## src/rtl/hit_judge_pkg.sv

```systemverilog
// rtl/hit_judge_pkg.sv - shared lane, keycode, state and geometry definitions for hit_judge
package hit_judge_pkg;
  localparam int NUM_LANES = 5;
  localparam int Y_W       = 10;

  localparam logic [Y_W-1:0] HIT_Y_TOP = Y_W'(400);
  localparam logic [Y_W-1:0] HIT_Y_BOT = Y_W'(440);
  localparam logic [6:0]     COMBO_MAX = 7'd99;

  localparam logic [7:0] KEY_GREEN  = 8'h04;
  localparam logic [7:0] KEY_RED    = 8'h16;
  localparam logic [7:0] KEY_YELLOW = 8'h07;
  localparam logic [7:0] KEY_BLUE   = 8'h09;
  localparam logic [7:0] KEY_ORANGE = 8'h0A;

  typedef enum logic [2:0] {
    LANE_GREEN, LANE_RED, LANE_YELLOW, LANE_BLUE, LANE_ORANGE
  } lane_t;

  typedef enum logic [1:0] {IDLE, JUDGE, SCAN, ADD} state_t;

  typedef struct packed {
    logic  valid;
    lane_t lane;
  } key_map_t;

  function automatic key_map_t decode_key(input logic [7:0] k);
    key_map_t m;
    m.valid = 1'b1;
    m.lane  = LANE_GREEN;
    case (k)
      KEY_GREEN:  m.lane = LANE_GREEN;
      KEY_RED:    m.lane = LANE_RED;
      KEY_YELLOW: m.lane = LANE_YELLOW;
      KEY_BLUE:   m.lane = LANE_BLUE;
      KEY_ORANGE: m.lane = LANE_ORANGE;
      default:    m.valid = 1'b0;
    endcase
    return m;
  endfunction

  // Equivalent to min(4, 1 + combo/10) without a divider.
  function automatic logic [2:0] mult_of(input logic [6:0] c);
    if (c >= 7'd30)      return 3'd4;
    else if (c >= 7'd20) return 3'd3;
    else if (c >= 7'd10) return 3'd2;
    else                 return 3'd1;
  endfunction

  function automatic logic [NUM_LANES-1:0] lane_mask(input lane_t l);
    return NUM_LANES'(1) << l;
  endfunction
endpackage

```

## src/rtl/hit_judge_if.sv

```systemverilog
// rtl/hit_judge_if.sv - keycode/note inputs and scoring outputs of hit_judge
interface hit_judge_if;
  import hit_judge_pkg::*;

  logic [7:0]             i_keycode;
  logic [NUM_LANES-1:0]   i_note_active;
  logic [NUM_LANES*Y_W-1:0] i_note_y;
  logic [NUM_LANES-1:0]   o_note_clear;
  logic                   o_hit_pulse;
  logic                   o_miss_pulse;
  logic [6:0]             o_combo;
  logic [2:0]             o_multiplier;
  logic [15:0]            o_score_bcd;

  modport slave (
    input  i_keycode, i_note_active, i_note_y,
    output o_note_clear, o_hit_pulse, o_miss_pulse, o_combo, o_multiplier, o_score_bcd
  );

  modport master (
    output i_keycode, i_note_active, i_note_y,
    input  o_note_clear, o_hit_pulse, o_miss_pulse, o_combo, o_multiplier, o_score_bcd
  );
endinterface

```

## src/rtl/hit_judge_bcd_sat_counter.sv

```systemverilog
// rtl/hit_judge_bcd_sat_counter.sv - 4-digit BCD score, +10 per pulse, saturating at 9999
module bcd_sat_counter (
  input  logic        i_clk,
  input  logic        i_clear,
  input  logic        i_inc_tens,
  output logic [15:0] o_bcd
);
  logic [3:0] r_ones, r_tens, r_hund, r_thou;

  always_ff @(posedge i_clk) begin
    if (i_clear) begin
      r_ones <= 4'd0;
      r_tens <= 4'd0;
      r_hund <= 4'd0;
      r_thou <= 4'd0;
    end else if (i_inc_tens) begin
      // Anything at or above 9990 would overflow past 9999, so pin every digit to 9.
      if (r_thou == 4'd9 && r_hund == 4'd9 && r_tens == 4'd9) begin
        r_ones <= 4'd9;
        r_tens <= 4'd9;
        r_hund <= 4'd9;
        r_thou <= 4'd9;
      end else if (r_tens != 4'd9) begin
        r_tens <= r_tens + 4'd1;
      end else begin
        r_tens <= 4'd0;
        if (r_hund != 4'd9) begin
          r_hund <= r_hund + 4'd1;
        end else begin
          r_hund <= 4'd0;
          r_thou <= r_thou + 4'd1;
        end
      end
    end
  end

  assign o_bcd = {r_thou, r_hund, r_tens, r_ones};
endmodule

```

## src/rtl/hit_judge.sv

```systemverilog
// rtl/hit_judge.sv - decodes fret presses, judges them against note positions, keeps combo and score
module hit_judge
  import hit_judge_pkg::*;
(
  input  logic        i_clk,
  input  logic        i_reset,
  input  logic        i_frame_clk,
  hit_judge_if.slave  io_bus
);
  logic                 r_fc_s1, r_fc_s2, r_fc_s3;
  logic [7:0]           r_key, r_key_prev;
  logic                 r_pend_press, r_pend_scan;
  lane_t                r_pend_lane, r_lane;
  state_t               r_state;
  logic [2:0]           r_add_cnt;
  logic [6:0]           r_combo;
  logic [NUM_LANES-1:0] r_note_clear;
  logic                 r_hit, r_miss;

  key_map_t       w_map;
  logic           w_press, w_tick, w_active, w_in_window, w_passed, w_inc;
  logic [Y_W-1:0] w_y;
  logic [2:0]     w_mult;
  logic [15:0]    w_score;

  assign w_map       = decode_key(r_key);
  assign w_press     = (r_key != r_key_prev) && w_map.valid;
  assign w_tick      = r_fc_s2 & ~r_fc_s3;
  assign w_y         = io_bus.i_note_y[int'(r_lane) * Y_W +: Y_W];
  assign w_active    = io_bus.i_note_active[r_lane];
  assign w_in_window = (w_y >= HIT_Y_TOP) && (w_y <= HIT_Y_BOT);
  assign w_passed    = w_y > HIT_Y_BOT;
  assign w_mult      = mult_of(r_combo);
  assign w_inc       = (r_state == ADD);

  always_ff @(posedge i_clk) begin
    if (i_reset) begin
      r_fc_s1      <= 1'b0;
      r_fc_s2      <= 1'b0;
      r_fc_s3      <= 1'b0;
      r_key        <= 8'h00;
      r_key_prev   <= 8'h00;
      r_pend_press <= 1'b0;
      r_pend_scan  <= 1'b0;
      r_pend_lane  <= LANE_GREEN;
      r_lane       <= LANE_GREEN;
      r_state      <= IDLE;
      r_add_cnt    <= 3'd0;
      r_combo      <= 7'd0;
      r_note_clear <= '0;
      r_hit        <= 1'b0;
      r_miss       <= 1'b0;
    end else begin
      r_fc_s1      <= i_frame_clk;
      r_fc_s2      <= r_fc_s1;
      r_fc_s3      <= r_fc_s2;
      r_key        <= io_bus.i_keycode;
      r_key_prev   <= r_key;
      r_note_clear <= '0;
      r_hit        <= 1'b0;
      r_miss       <= 1'b0;

      if (w_press) begin
        r_pend_press <= 1'b1;
        r_pend_lane  <= w_map.lane;
      end

      case (r_state)
        IDLE: begin
          // A fresh press is taken straight from the detector so an idle FSM judges in 3 cycles.
          if (w_press || r_pend_press) begin
            r_state      <= JUDGE;
            r_lane       <= w_press ? w_map.lane : r_pend_lane;
            r_pend_press <= 1'b0;
            r_add_cnt    <= w_mult;
          end else if (r_pend_scan) begin
            r_state <= SCAN;
            r_lane  <= LANE_GREEN;
          end
        end
        JUDGE: begin
          if (w_active && w_in_window) begin
            r_note_clear <= lane_mask(r_lane);
            r_hit        <= 1'b1;
            r_state      <= ADD;
          end else begin
            r_miss  <= 1'b1;
            r_combo <= 7'd0;
            r_state <= IDLE;
          end
        end
        SCAN: begin
          if (w_active && w_passed) begin
            r_note_clear <= lane_mask(r_lane);
            r_miss       <= 1'b1;
            r_combo      <= 7'd0;
          end
          if (r_lane == LANE_ORANGE) begin
            r_state     <= IDLE;
            r_pend_scan <= 1'b0;
          end else begin
            r_lane <= lane_t'(r_lane + 3'd1);
          end
        end
        ADD: begin
          if (r_add_cnt <= 3'd1) begin
            r_state <= IDLE;
            if (r_combo != COMBO_MAX) r_combo <= r_combo + 7'd1;
          end else begin
            r_add_cnt <= r_add_cnt - 3'd1;
          end
        end
        default: r_state <= IDLE;
      endcase

      // A tick landing on the final scan cycle must not be lost.
      if (w_tick) r_pend_scan <= 1'b1;
    end
  end

  bcd_sat_counter u_score (
    .i_clk      (i_clk),
    .i_clear    (i_reset),
    .i_inc_tens (w_inc),
    .o_bcd      (w_score)
  );

  assign io_bus.o_note_clear = r_note_clear;
  assign io_bus.o_hit_pulse  = r_hit;
  assign io_bus.o_miss_pulse = r_miss;
  assign io_bus.o_combo      = r_combo;
  assign io_bus.o_multiplier = w_mult;
  assign io_bus.o_score_bcd  = w_score;
endmodule
```

## src/flat_wrapper.sv

```systemverilog
// flat-port wrapper written by rule: the top's interface ports become plain ports
module hit_judge_flat import hit_judge_pkg::*;
  (i_clk, i_reset, i_frame_clk, io_bus_i_keycode, io_bus_i_note_active, io_bus_i_note_y, io_bus_o_note_clear, io_bus_o_hit_pulse, io_bus_o_miss_pulse, io_bus_o_combo, io_bus_o_multiplier, io_bus_o_score_bcd);
  hit_judge_if io_bus_i ();
  input  logic i_clk;
  input  logic i_reset;
  input  logic i_frame_clk;
  input wire logic [$bits(io_bus_i.i_keycode)-1:0] io_bus_i_keycode;
  input wire logic [$bits(io_bus_i.i_note_active)-1:0] io_bus_i_note_active;
  input wire logic [$bits(io_bus_i.i_note_y)-1:0] io_bus_i_note_y;
  output wire logic [$bits(io_bus_i.o_note_clear)-1:0] io_bus_o_note_clear;
  output wire logic [$bits(io_bus_i.o_hit_pulse)-1:0] io_bus_o_hit_pulse;
  output wire logic [$bits(io_bus_i.o_miss_pulse)-1:0] io_bus_o_miss_pulse;
  output wire logic [$bits(io_bus_i.o_combo)-1:0] io_bus_o_combo;
  output wire logic [$bits(io_bus_i.o_multiplier)-1:0] io_bus_o_multiplier;
  output wire logic [$bits(io_bus_i.o_score_bcd)-1:0] io_bus_o_score_bcd;
  assign io_bus_i.i_keycode = io_bus_i_keycode;
  assign io_bus_i.i_note_active = io_bus_i_note_active;
  assign io_bus_i.i_note_y = io_bus_i_note_y;
  assign io_bus_o_note_clear = io_bus_i.o_note_clear;
  assign io_bus_o_hit_pulse = io_bus_i.o_hit_pulse;
  assign io_bus_o_miss_pulse = io_bus_i.o_miss_pulse;
  assign io_bus_o_combo = io_bus_i.o_combo;
  assign io_bus_o_multiplier = io_bus_i.o_multiplier;
  assign io_bus_o_score_bcd = io_bus_i.o_score_bcd;
  hit_judge u_core (.i_clk(i_clk), .i_reset(i_reset), .i_frame_clk(i_frame_clk), .io_bus(io_bus_i));
endmodule
```

## config.mk

```make
export PLATFORM = sky130hd
export DESIGN_NAME = hit_judge_flat
export DESIGN_NICKNAME = d
export VERILOG_FILES = /design/src/rtl/hit_judge_pkg.sv /design/src/rtl/hit_judge_if.sv /design/src/rtl/hit_judge_bcd_sat_counter.sv /design/src/rtl/hit_judge.sv /design/src/flat_wrapper.sv
export SDC_FILE = /design/constraint.sdc
export NUM_CORES = 1
export LEC_CHECK = 0
export BUFFER_PORTS_ARGS = -buffer_cell sky130_fd_sc_hd__buf_2
export CORE_MARGIN = 4
export CORE_UTILIZATION = 35
export DETAILED_ROUTE_END_ITERATION = 7
export GPL_ROUTABILITY_DRIVEN = 0
export PLACE_DENSITY = 0.56
export SYNTH_ARGS = -nofsm -noshare
export SYNTH_HDL_FRONTEND = slang
export SYNTH_SLANG_ARGS = --single-unit
```

## constraint.sdc

```tcl
create_clock -name i_clk -period 7.8 [get_ports i_clk]
set_clock_uncertainty 0.05 [all_clocks]
set_input_delay 0.39 -clock i_clk [delete_from_list [all_inputs] [get_ports i_clk]]
set_output_delay 0.39 -clock i_clk [all_outputs]
set_load 0.01 [all_outputs]
```

; ---- Word-level counts from Yosys, hierarchy flattened
; Index checks and enable logic that the tools add are counted.
; Widths: inputs -> output; s select.
[totals]
reg_bits = 59
elab_cells = 136
input_bits = 66
[classes]
n_shift = 2
eq_ne = 27
multipliers = 1
n_addsub = 6
n_mux = 47
n_reduce_logical = 23
n_lt_le_gt_ge = 8
bitwise_logic = 3
[ops]
columns = operator, n
row1 = $shiftx 50x32->10, 1
row2 = $mux 4, 8
row3 = $mux 7, 4
row4 = $mux 3, 8
row5 = $pmux 7 s3, 1
row6 = $eq 8x3->1 const B, 2
row7 = $eq 8x4->1 const B, 2
row8 = $ge 7x5->1 const B, 2
row9 = $add 4x1->4 const B, 3
row10 = $eq 4x4->1 const B, 3
row11 = $mux 2, 6
row12 = $pmux 3 s2, 2
row13 = $pmux 3 s4, 1
row14 = $reduce_and 3->1, 4
row15 = $mux 1, 11
row16 = $ge 10x9->1 const B, 1
row17 = $gt 10x9->1 const B, 1
row18 = $le 10x9->1 const B, 1
row19 = $mux 5, 2
row20 = $ne 2x1->1 const B, 5
row21 = $ne 2x2->1 const B, 5
row22 = $pmux 5 s2, 1
row23 = $eq 8x5->1 const B, 1
row24 = $ne 4x4->1 const B, 2
row25 = other kinds (28), 40

; ---- Depth between registers and ports, before layout
; Gate-level depths: netlist of the first run.
[logic_depth]
word_depth = 7
ltp_mapped = 10
ltp_nobuf = 9

; ---- By module
; Synthesis of the first run repeated with hierarchy kept, for this count alone.
[unflattened]
hier_cells = 418
area_unflattened_um2 = 3539.6
[modules_own_cells]
columns = module, instances, seq_area_each_um2, cells_per_inst, area_per_inst_um2
row1 = hit_judge, 1, 920.9, 331, 2806.4
row2 = bcd_sat_counter, 1, 260.2, 87, 733.2

; ---- Least setup slack after synthesis of the first run
; OpenSTA, ideal clock, no wires.
[synth_timing]
path_type = register to register
startpoint = register u_core.r_lane[2]
endpoint = register u_core.r_combo[3] (netlist: u_core.io_bus.o_combo[3])
synth_period_minus_slack_ns = 2.557
t_arrival_ns = 2.385
setup_ns = 0.122
n_path_buf = 1
path_stages_with_launch = 9
path_slack_ns = 5.243
path_cell_list = dfxtp_1 -> mux2_4 -> a221o_1 -> a22oi_2 -> nor4b_1 -> a311o_1 -> buf_6 -> or2_1 -> a311o_1
[synth_via]
elab_chain_cells = 7
elab_cells_between_ends = 13
classes_between = 1 x mul / 3 x order compare / 2 x eq/ne / 1 x shift / 2 x mux / 4 x reduce/logical
[synth_rtl]
columns = element, line
row1 = from (decl), hit_judge.sv:13  ; lane_t r_pend_lane, r_lane;
row2 = from (signal assigned), hit_judge.sv:73  ; r_lane <= w_press ? w_map.lane : r_pend_lane;
row3 = from (signal assigned), hit_judge.sv:102  ; r_lane <= lane_t'(r_lane + 3'd1);
row4 = $mul 3x3->6, hit_judge.sv:29  ; assign w_y = io_bus.i_note_y[int'(r_lane) * Y_W +: Y_W];
row5 = $shiftx 50x32->10, hit_judge.sv:29
row6 = $ge 10x9->1 / $le 10x9->1 (equally long branches), hit_judge.sv:31  ; assign w_in_window = (w_y >= HIT_Y_TOP) && (w_y <= HIT_Y_BOT);
row7 = $logic_and 1x1->1, hit_judge.sv:31
row8 = $logic_and 1x1->1, hit_judge.sv:82  ; if (w_active && w_in_window) begin
row9 = $ne 2x2->1 (no line), -
row10 = $reduce_and 5->1 (no line) (*), -
row11 = to (signal assigned), hit_judge.sv:108  ; if (r_combo != COMBO_MAX) r_combo <= r_combo + 7'd1;
row12 = to (decl), hit_judge.sv:16  ; logic [6:0] r_combo;
; Mark *: on every way between the ends. The rest lies on a longest branch, timed or not. The select of a mux whose other input is x is not followed.
; A chain may end at the register's enable or synchronous reset.

; ---- Worst setup path after layout of the first run
[layout_timing]
startpoint = register u_core.r_lane[2]
endpoint = register u_core.r_combo[4] (netlist: u_core.io_bus.o_combo[4])
; Same word-level chain as after synthesis.

==> results.md, run 1 <==
* Ports at a little under 100
* Most common cell after layout, fill and taps aside: buf_2
* Grt total ovfl at 0
* FF+latch area at 1180 sq um
* Drt pass-1 iters at 4
* DIE WIDTH at between 100 and 150 um
* CTS tree: done
* Max Cap Viol at 0
* Top_reg_cell synth: dfxtp_1
* Power per cell area at between 200 and 250 nW/um^2
* Crit path arrival time at ~3.4 ns
* Row count at 35
* Area of the multi-input gates at 2060 sq um
* Average size of a mapped cell at roughly 8.4 sq um
* WL final at between 8000 and 9000 um
* Outcome: finished, final reports clean
* Final Critical Period at around 3.2 ns
* Asr flop ratio synth at 0%
* Maximum clock frequency at just over 300 MHz
* Initial antenna violation count at 0
* Hold Crit Start: io_bus_i_keycode[1]
* Mapped cell area at roughly 3400 sq um
* Clock Tree Buf Depth at 2
* Die height at between 100 and 150 um
* Port bufs at between 90 and 100
* Diode count at 0
* Worst EP required at roughly 8.0 ns
* Vias in the first global route at 3018
* Reg2reg start: u_core.r_lane[2]
* CP Launch Type: register
* Leak pwr at 1.78 nW
* Reg clk slew, reported paths at ~0.07 ns
* CTS Buf Count at 9
* Routed Antenna Nets at 0
* Layout Nets at 573
* RSZ-0062 raised after global routing: false
* Clk_lat worst skew at 0.33 ns
* Largest net degree at the start of global routing at just over 50
* CTS Sinks at 59
* HPWL after DPL at ~6300 um
* First-pass GRT wire length at approximately 14000 um
* Slew Limit Fails at 0
* Crit path max fanout at 23
* First-iteration detailed-routing DRC count at between 100 and 150
* DRC errors left at 0
* Number of synthesized flops with an enable pin at 0
* Via-to-Cell Ratio at ~5.2
* Relative slew slack at ~44%
* Hold depth at 2
* Crit Path Class: reg -> reg
* FF+latch count, synth at 59
* R2r endpoint: u_core.io_bus.o_combo[4]
* Setup TNS at 0 ns
* Hold Crit Class: in -> reg
* Post-Syn Instances at 408
* Ys Warns at 0
* CTS root buf: clkbuf_8
* Gr usage total at 14.7%
* Area grow syn2layout at 21.0%
* Max H-tree Level at 3
* R2r worst-path depth at 7
* Core area at around 9400 sq um
* Filler Cell Count at 964
* CP Capture Type: register
* Initial Util at between 30% and 40%
* Setup violators final at 0
* Via count at between 3000 and 4000
* R2R setup slack at 4.55 ns
* Endpoint, Worst Hold: u_core.r_key[1]
* Resized cells post-CTS at 0
* Hold Buf Count CTS at 0
* Post-CTS Setup Bufs at 0
* Tot Pwr at roughly 910 uW
* Die area at between 10000 and 15000 sq um
* Post-synth cell types at 62
* Tightest Pin Transition at approximately 0.84 ns
* WL/cell at around 14 um
* Crit share post-route at between 40% and 50%
* Placed cell area at slightly below 4000 sq um
* Fin. Hold Viols at 0
* Final instance area at 4160 sq um
* Peak VDD IR at 0.109 mV
* Sequential-to-total area share from yosys stat at between 30 and 40%
* Layout cell share with drive strength beyond 1 at 24.4%
* Hold WS at 0.217 ns
* Most frequent cells in the layout: buf_2, dfxtp_1, nor2_1, nor2b_1, a21oi_1
## stage by stage
step / std cells / util (%) / setup slack, ns
2_1_floorplan: 409 / - / 5.24
5_1_grt: 624 / 44.1 / 4.33
6_report: 624 / 44.1 / 4.55
4_1_cts: 624 / 44.1 / 4.58
3_3_place_gp: 609 / 42.1 / 4.63
3_5_place_dp: 609 / 42.1 / 4.59
## per-layer routing
layer  global-route usage (%)  routed length [um]  up-vias
met3                     4.64                 671        8
met4                     3.84                  92        0
met1                     19.3                4020     1498
met5                        0                   0        -
met2                     23.3                3810      120
li1                         -                   -     1625
## worst max-delay path by stage
stage	slack, ns	to	from
after floorplan	5.24	u_core.io_bus.o_combo[3]	u_core.r_lane[2]
after global placement	4.63	u_core.io_bus.o_combo[3]	u_core.r_lane[2]
after detailed placement	4.59	u_core.io_bus.o_combo[4]	u_core.r_lane[0]
after CTS	4.58	u_core.io_bus.o_combo[4]	u_core.r_lane[0]
after global routing	4.33	u_core.io_bus.o_combo[2]	u_core.r_lane[0]
final	4.55	u_core.io_bus.o_combo[4]	u_core.r_lane[2]
## critical path, cell delays in order, from the launching register on
cell	delay [ns]
dfxtp_1	0.87
mux2_4	0.35
a221o_1	0.37
a22oi_2	0.16
nor4b_1	0.11
a311o_1	0.50
or2_1	0.34
a311o_1	0.37
## flip-flops by register name, indices dropped and copies added (netlist names)
register and cells:
u_core.u_score.r_thou 4, u_core.r_pend_lane 3, u_core.r_lane 3, u_core.io_bus.o_note_clear 5, u_core.r_fc_s2 1, u_core.io_bus.o_combo 7, u_core.r_key 8, u_core.io_bus.o_hit_pulse 1
u_core.r_fc_s3 1, u_core.r_pend_scan 1, u_core.u_score.r_ones 1, u_core.r_state 2, u_core.u_score.r_tens 4, u_core.u_score.r_hund 4, u_core.r_fc_s1 1, u_core.r_key_prev 8
u_core.r_add_cnt 3, u_core.r_pend_press 1, u_core.io_bus.o_miss_pulse 1
## power breakdown
group          switching (mW)  internal (mW)  leakage (nW)  total [mW]
clock                   0.112          0.163        0.0995       0.275
combinational           0.159          0.122          1.20       0.281
sequential             0.0366          0.319         0.480       0.356
## cells in the mapped netlist, types with 5 or more instances
cell       n  area (sq um)
a21oi_1   24           120
inv_1     16          60.1
nor2_1    34           128
nor4_1     6          37.5
o21ai_0   16          80.1
nor3_1    22           110
xor2_1    12           105
nor4b_1    5          43.8
ha_1      16           200
mux2i_1   10           100
or3_1      5          31.3
nand4b_1   5          43.8
nand2_1   22          82.6
a211oi_1   7          52.6
and2_1     9          56.3
a311o_1    6          60.1
clkbuf_1  17          63.8
nor3b_1    5          37.5
nand3b_1   5          37.5
nor2b_1   29           181
dfxtp_1   59          1180
nand3_1    7          35.0
buf_4      5          37.5
## logic make-up (layout without fill, tap and decap cells)
| logic type | count (synthesis) | count (layout) | synth area share [%] |
|---|---|---|---|
| AND/OR/NAND/NOR | 171 | 171 | 28.0 |
| AO/OA/AOI/OAI | 88 | 88 | 17.3 |
| flip-flops | 59 | 59 | 34.4 |
| buffers and inverters | 44 | 130 | 5.72 |
| adder cells (fa/ha/maj) | 16 | 16 | 5.83 |
| multiplexers | 16 | 16 | 5.32 |
| XOR/XNOR | 13 | 13 | 3.32 |
| other | 1 | 2 | 0.109 |
## cell type report
class / count / area share, %
timing repair buffer: 98 / 11.9
inverter: 17 / 1.54
clock inverter: 2 / 0.843
clock buffer: 13 / 3.82
sequential: 59 / 28.4
tap: 129 / 3.88
multi-input combinational: 306 / 49.6
Power figures use the tool's default switching activity.
==> inputs of run 2 (changes only) <==
--- a/config.mk
+++ b/config.mk
@@ -5,12 +5,13 @@
 export SDC_FILE = /design/constraint.sdc
 export NUM_CORES = 1
 export LEC_CHECK = 0
+export ABC_AREA = 1
 export BUFFER_PORTS_ARGS = -buffer_cell sky130_fd_sc_hd__buf_2
 export CORE_MARGIN = 4
 export CORE_UTILIZATION = 35
 export DETAILED_ROUTE_END_ITERATION = 7
 export GPL_ROUTABILITY_DRIVEN = 0
-export PLACE_DENSITY = 0.56
+export PLACE_DENSITY = 0.57
 export SYNTH_ARGS = -nofsm -noshare
 export SYNTH_HDL_FRONTEND = slang
 export SYNTH_SLANG_ARGS = --single-unit
==> constraint.sdc (replaced) <==
create_clock -name i_clk -period 2.85 [get_ports i_clk]
set_clock_uncertainty 0.05 [all_clocks]
set_input_delay 0.1425 -clock i_clk [delete_from_list [all_inputs] [get_ports i_clk]]
set_output_delay 0.1425 -clock i_clk [all_outputs]
set_load 0.01 [all_outputs]
==> results.md, run 2 <==
* Row count at 36 (was 35)
* Initial Util at 36.2% (was 36.5%)
* Post-Syn Instances at 520 (was 408)
* Ys Warns at 0 (unchanged)
* Sequential-to-total area share from yosys stat at 33.2% (was 34.4%)
* DIE WIDTH at 109 um (was 107 um)
* Hold WS at 0.251 ns (was 0.217 ns)
* Layout cell share with drive strength beyond 1 at 25.6% (was 24.4%)
* Number of synthesized flops with an enable pin at 0 (unchanged)
* Yosys top cell area share at 33.2% (was 34.4%)
* FF+latch count, synth at 59 (unchanged)
* Crit path max fanout at 12 (was 23)
* Fin. Hold Viols at 0 (unchanged)
* FF+latch area at 1180 sq um (unchanged)
* Drt pass-1 iters at 6 (was 4)
* Initial antenna violation count at 0 (unchanged)
* Vias in the first global route at 3216 (was 3018)
* CTS Buf Count at 9 (unchanged)
* Most common cell in the netlist: nand2_1 (was dfxtp_1)
* Average size of a mapped cell at 6.83 sq um (was 8.41 sq um)
* CTS root buf: clkbuf_8 (unchanged)
* Area of the multi-input gates at 1910 sq um (was 2060 sq um)
* Hold depth at 5 (was 2)
* Area grow syn2layout at 23.8% (was 21.0%)
* First-pass GRT wire length at 14600 um (was 13900 um)
* CP Capture Type: register (unchanged)
* Hold Crit Class: in -> reg (unchanged)
* Final instance area at 4400 sq um (was 4160 sq um)
* Peak VDD IR at 0.263 mV (was 0.109 mV)
* Diode count at 0 (unchanged)
* Hold Crit Start: io_bus_i_note_active[4] (was io_bus_i_keycode[1])
* Layout Nets at 705 (was 573)
* Crit path cell chain: ha_1 -> inv_1 -> nor2_2 -> inv_1 -> nor2_1 -> inv_1 -> o21ai_0 -> inv_1 -> nor4_1 (was mux2_4 -> a221o_1 -> a22oi_2 -> nor4b_1 -> a311o_1 -> or2_1 -> a311o_1)
* CP Launch Type: register (unchanged)
* Setup TNS at 0 ns (unchanged)
* Area leader, netlist: dfxtp_1 (unchanged)
* Setup WS pre-CTS at 0.549 ns (was 4.59 ns)
* CTS Sinks at 59 (unchanged)
* Top sig layer: met4 (unchanged)
* Die height at 109 um (was 107 um)
* Max H-tree Level at 3 (unchanged)
* Buf/Inv on CP at 4 (was 0)
* Dominant cells by area after synthesis: dfxtp_1, nand2_1, nor2_1 (was dfxtp_1, ha_1, nor2b_1)
* Outcome: finished, final reports clean (unchanged)
* Max Cap Viol at 0 (unchanged)
* Port bufs at 96 (unchanged)
* Most frequent cells in the layout: nand2_1, buf_2, nor2_1, inv_1, dfxtp_1 (was buf_2, dfxtp_1, nor2_1, nor2b_1, a21oi_1)
* Tot Pwr at 3.35 mW (was 911 uW)
* Gr usage total at 15.3% (was 14.7%)
* Post-synth cell types at 44 (was 62)
* Via-to-Cell Ratio at 4.64 (was 5.21)
* Power per cell area at 761 nW/um^2 (was 219 nW/um^2)
* Tightest Pin Transition at 0.580 ns (was 0.836 ns)
* R2R setup slack at 0.49 ns (was 4.55 ns)
* Setup ws final at 0.492 ns (was 4.55 ns)
* DRC errors left at 0 (unchanged)
* Die area at 11800 sq um (was 11500 sq um)
* Routed wl met3 at 705 um (was 671 um)
* R2r worst-path depth at 9 (was 7)
* Setup violators final at 0 (unchanged)
* CTS tree: done (unchanged)
* Most common cell after layout, fill and taps aside: nand2_1 (was buf_2)
* RSZ-0062 raised after global routing: false (unchanged)
* WL met2 at 3920 um (was 3810 um)
* Most used cell, CP: inv_1 (was a311o_1)
* CP top delay family: simple AND/OR/NAND/NOR gates (was compound AO/OA/AOI/OAI gates)
* Mapped cell area at 3550 sq um (was 3430 sq um)
* Crit path arrival time at 2.54 ns (was 3.41 ns)
* Core area at 9820 sq um (was 9420 sq um)
* Relative slew slack at 61.3% (was 44.2%)
* Maximum clock frequency at 424 MHz (was 308 MHz)
* Worst EP required at 3.04 ns (was 7.97 ns)
* Asr flop ratio synth at 0% (unchanged)
* Resized cells post-CTS at 0 (unchanged)
* Crit share post-route at 82.7% (was 41.6%)
* Routed Antenna Nets at 0 (unchanged)
* Clock Tree Buf Depth at 2 (unchanged)
* Placed cell area at 4090 sq um (was 3960 sq um)
* Slew Limit Fails at 0 (unchanged)
* Largest net degree at the start of global routing at 40 (was 51)
* Reg2reg start: u_core.r_state[0] (was u_core.r_lane[2])
* WL final at 8940 um (was 8590 um)
* Top_reg_cell synth: dfxtp_1 (unchanged)
* WL/cell at 11.8 um (was 13.8 um)
* Via count at 3534 (was 3251)
* Reg clk slew, reported paths at 0.07 ns (about the same)
* Commonest cells in the netlist: nand2_1, nor2_1, inv_1 (was dfxtp_1, nor2_1, nor2b_1)
* Grt total ovfl at 0 (unchanged)
* First-iteration detailed-routing DRC count at 190 (was 110)
* Crit Path Class: reg -> reg (unchanged)
* Leak pwr at 2.17 nW (was 1.78 nW)
* Filler Cell Count at 1053 (was 964)
* Ports at 99 (unchanged)
* R2r endpoint: u_core.u_score.r_thou[2] (was u_core.io_bus.o_combo[4])
* Clk_lat worst skew at 0.33 ns (about the same)
* Endpoint, Worst Hold: u_core.io_bus.o_miss_pulse (was u_core.r_key[1])
* M1 wire length at 4200 um (was 4020 um)
* HPWL after DPL at 6800 um (was 6260 um)
* Final Critical Period at 2.36 ns (was 3.25 ns)
* CP max-delay cell: dfxtp_1 (unchanged)
* Post-CTS Setup Bufs at 0 (unchanged)
* Crit path largest cell delay at 0.38 ns (was 0.87 ns)
run 2: worst max path at each step:
| stage | start | to | slack [ns] | cells past startpoint |
|---|---|---|---|---|
| after floorplan | u_core.r_lane[0] | u_core.io_bus.o_combo[2] | 0.98 | 16 |
| after global placement | u_core.r_state[0] | u_core.u_score.r_hund[3] | 0.69 | 9 |
| final | u_core.r_state[0] | u_core.u_score.r_thou[2] | 0.49 | 9 |
| after global routing | u_core.r_state[0] | u_core.u_score.r_hund[3] | 0.26 | 9 |
| after CTS | u_core.r_state[0] | u_core.u_score.r_hund[3] | 0.54 | 9 |
| after detailed placement | u_core.r_state[0] | u_core.u_score.r_hund[3] | 0.55 | 9 |
run 2: tightest hold or removal path, cell delays in order:
cell	delay (ns)
buf_2	0.10
inv_1	0.06
o31ai_2	0.09
nand3_1	0.10
a21boi_0	0.07
run 2: stage by stage:
stage / std cells / utilization (%)
2_1_floorplan: 521 / -
3_3_place_gp: 736 / 41.7
3_5_place_dp: 736 / 41.7
4_1_cts: 761 / 44.8
5_1_grt: 761 / 44.8
6_report: 761 / 44.8
run 2: metal layers:
metal | vias up | GRT usage, %
li1 | 1843 | -
met1 | 1552 | 19.8
met2 | 127 | 25.2
met3 | 12 | 3.49
met4 | 0 | 5.32
met5 | - | 0
run 2: cells by family (layout without fill, tap and decap cells):
family / after synthesis / in the layout / share of synthesized area [%]
AOI/OAI and AO/OA: 50 / 50 / 8.38
xor gates and xnor gates: 10 / 10 / 2.46
adders and majority gates: 16 / 16 / 5.63
buffers and inverters: 101 / 208 / 13.1
DFF: 59 / 59 / 33.2
other: 1 / 2 / 0.106
and+or+nand+nor: 283 / 283 / 37.1
run 2: what timing repair did:
action | in CTS | in global routing
setup endpoints to repair | 0 | 0
hold endpoints to repair | 9 | 0
hold buffers | 9 | 0
run 2: power breakdown:
group | internal, mW | total (mW) | switching (mW)
clock | 0.517 | 0.835 | 0.318
combinational | 0.545 | 1.45 | 0.905
sequential | 0.925 | 1.07 | 0.141
run 2: layout make-up:
cell class                      instances  area share [%]
Multi-Input combinational cell        361            43.4
Sequential cell                        59            26.8
Timing Repair Buffer                  109            13.6
Inverter                               83            7.31
Tap cell                              133            3.78
Clock buffer                           12            3.30
Clock inverter                          4            1.68
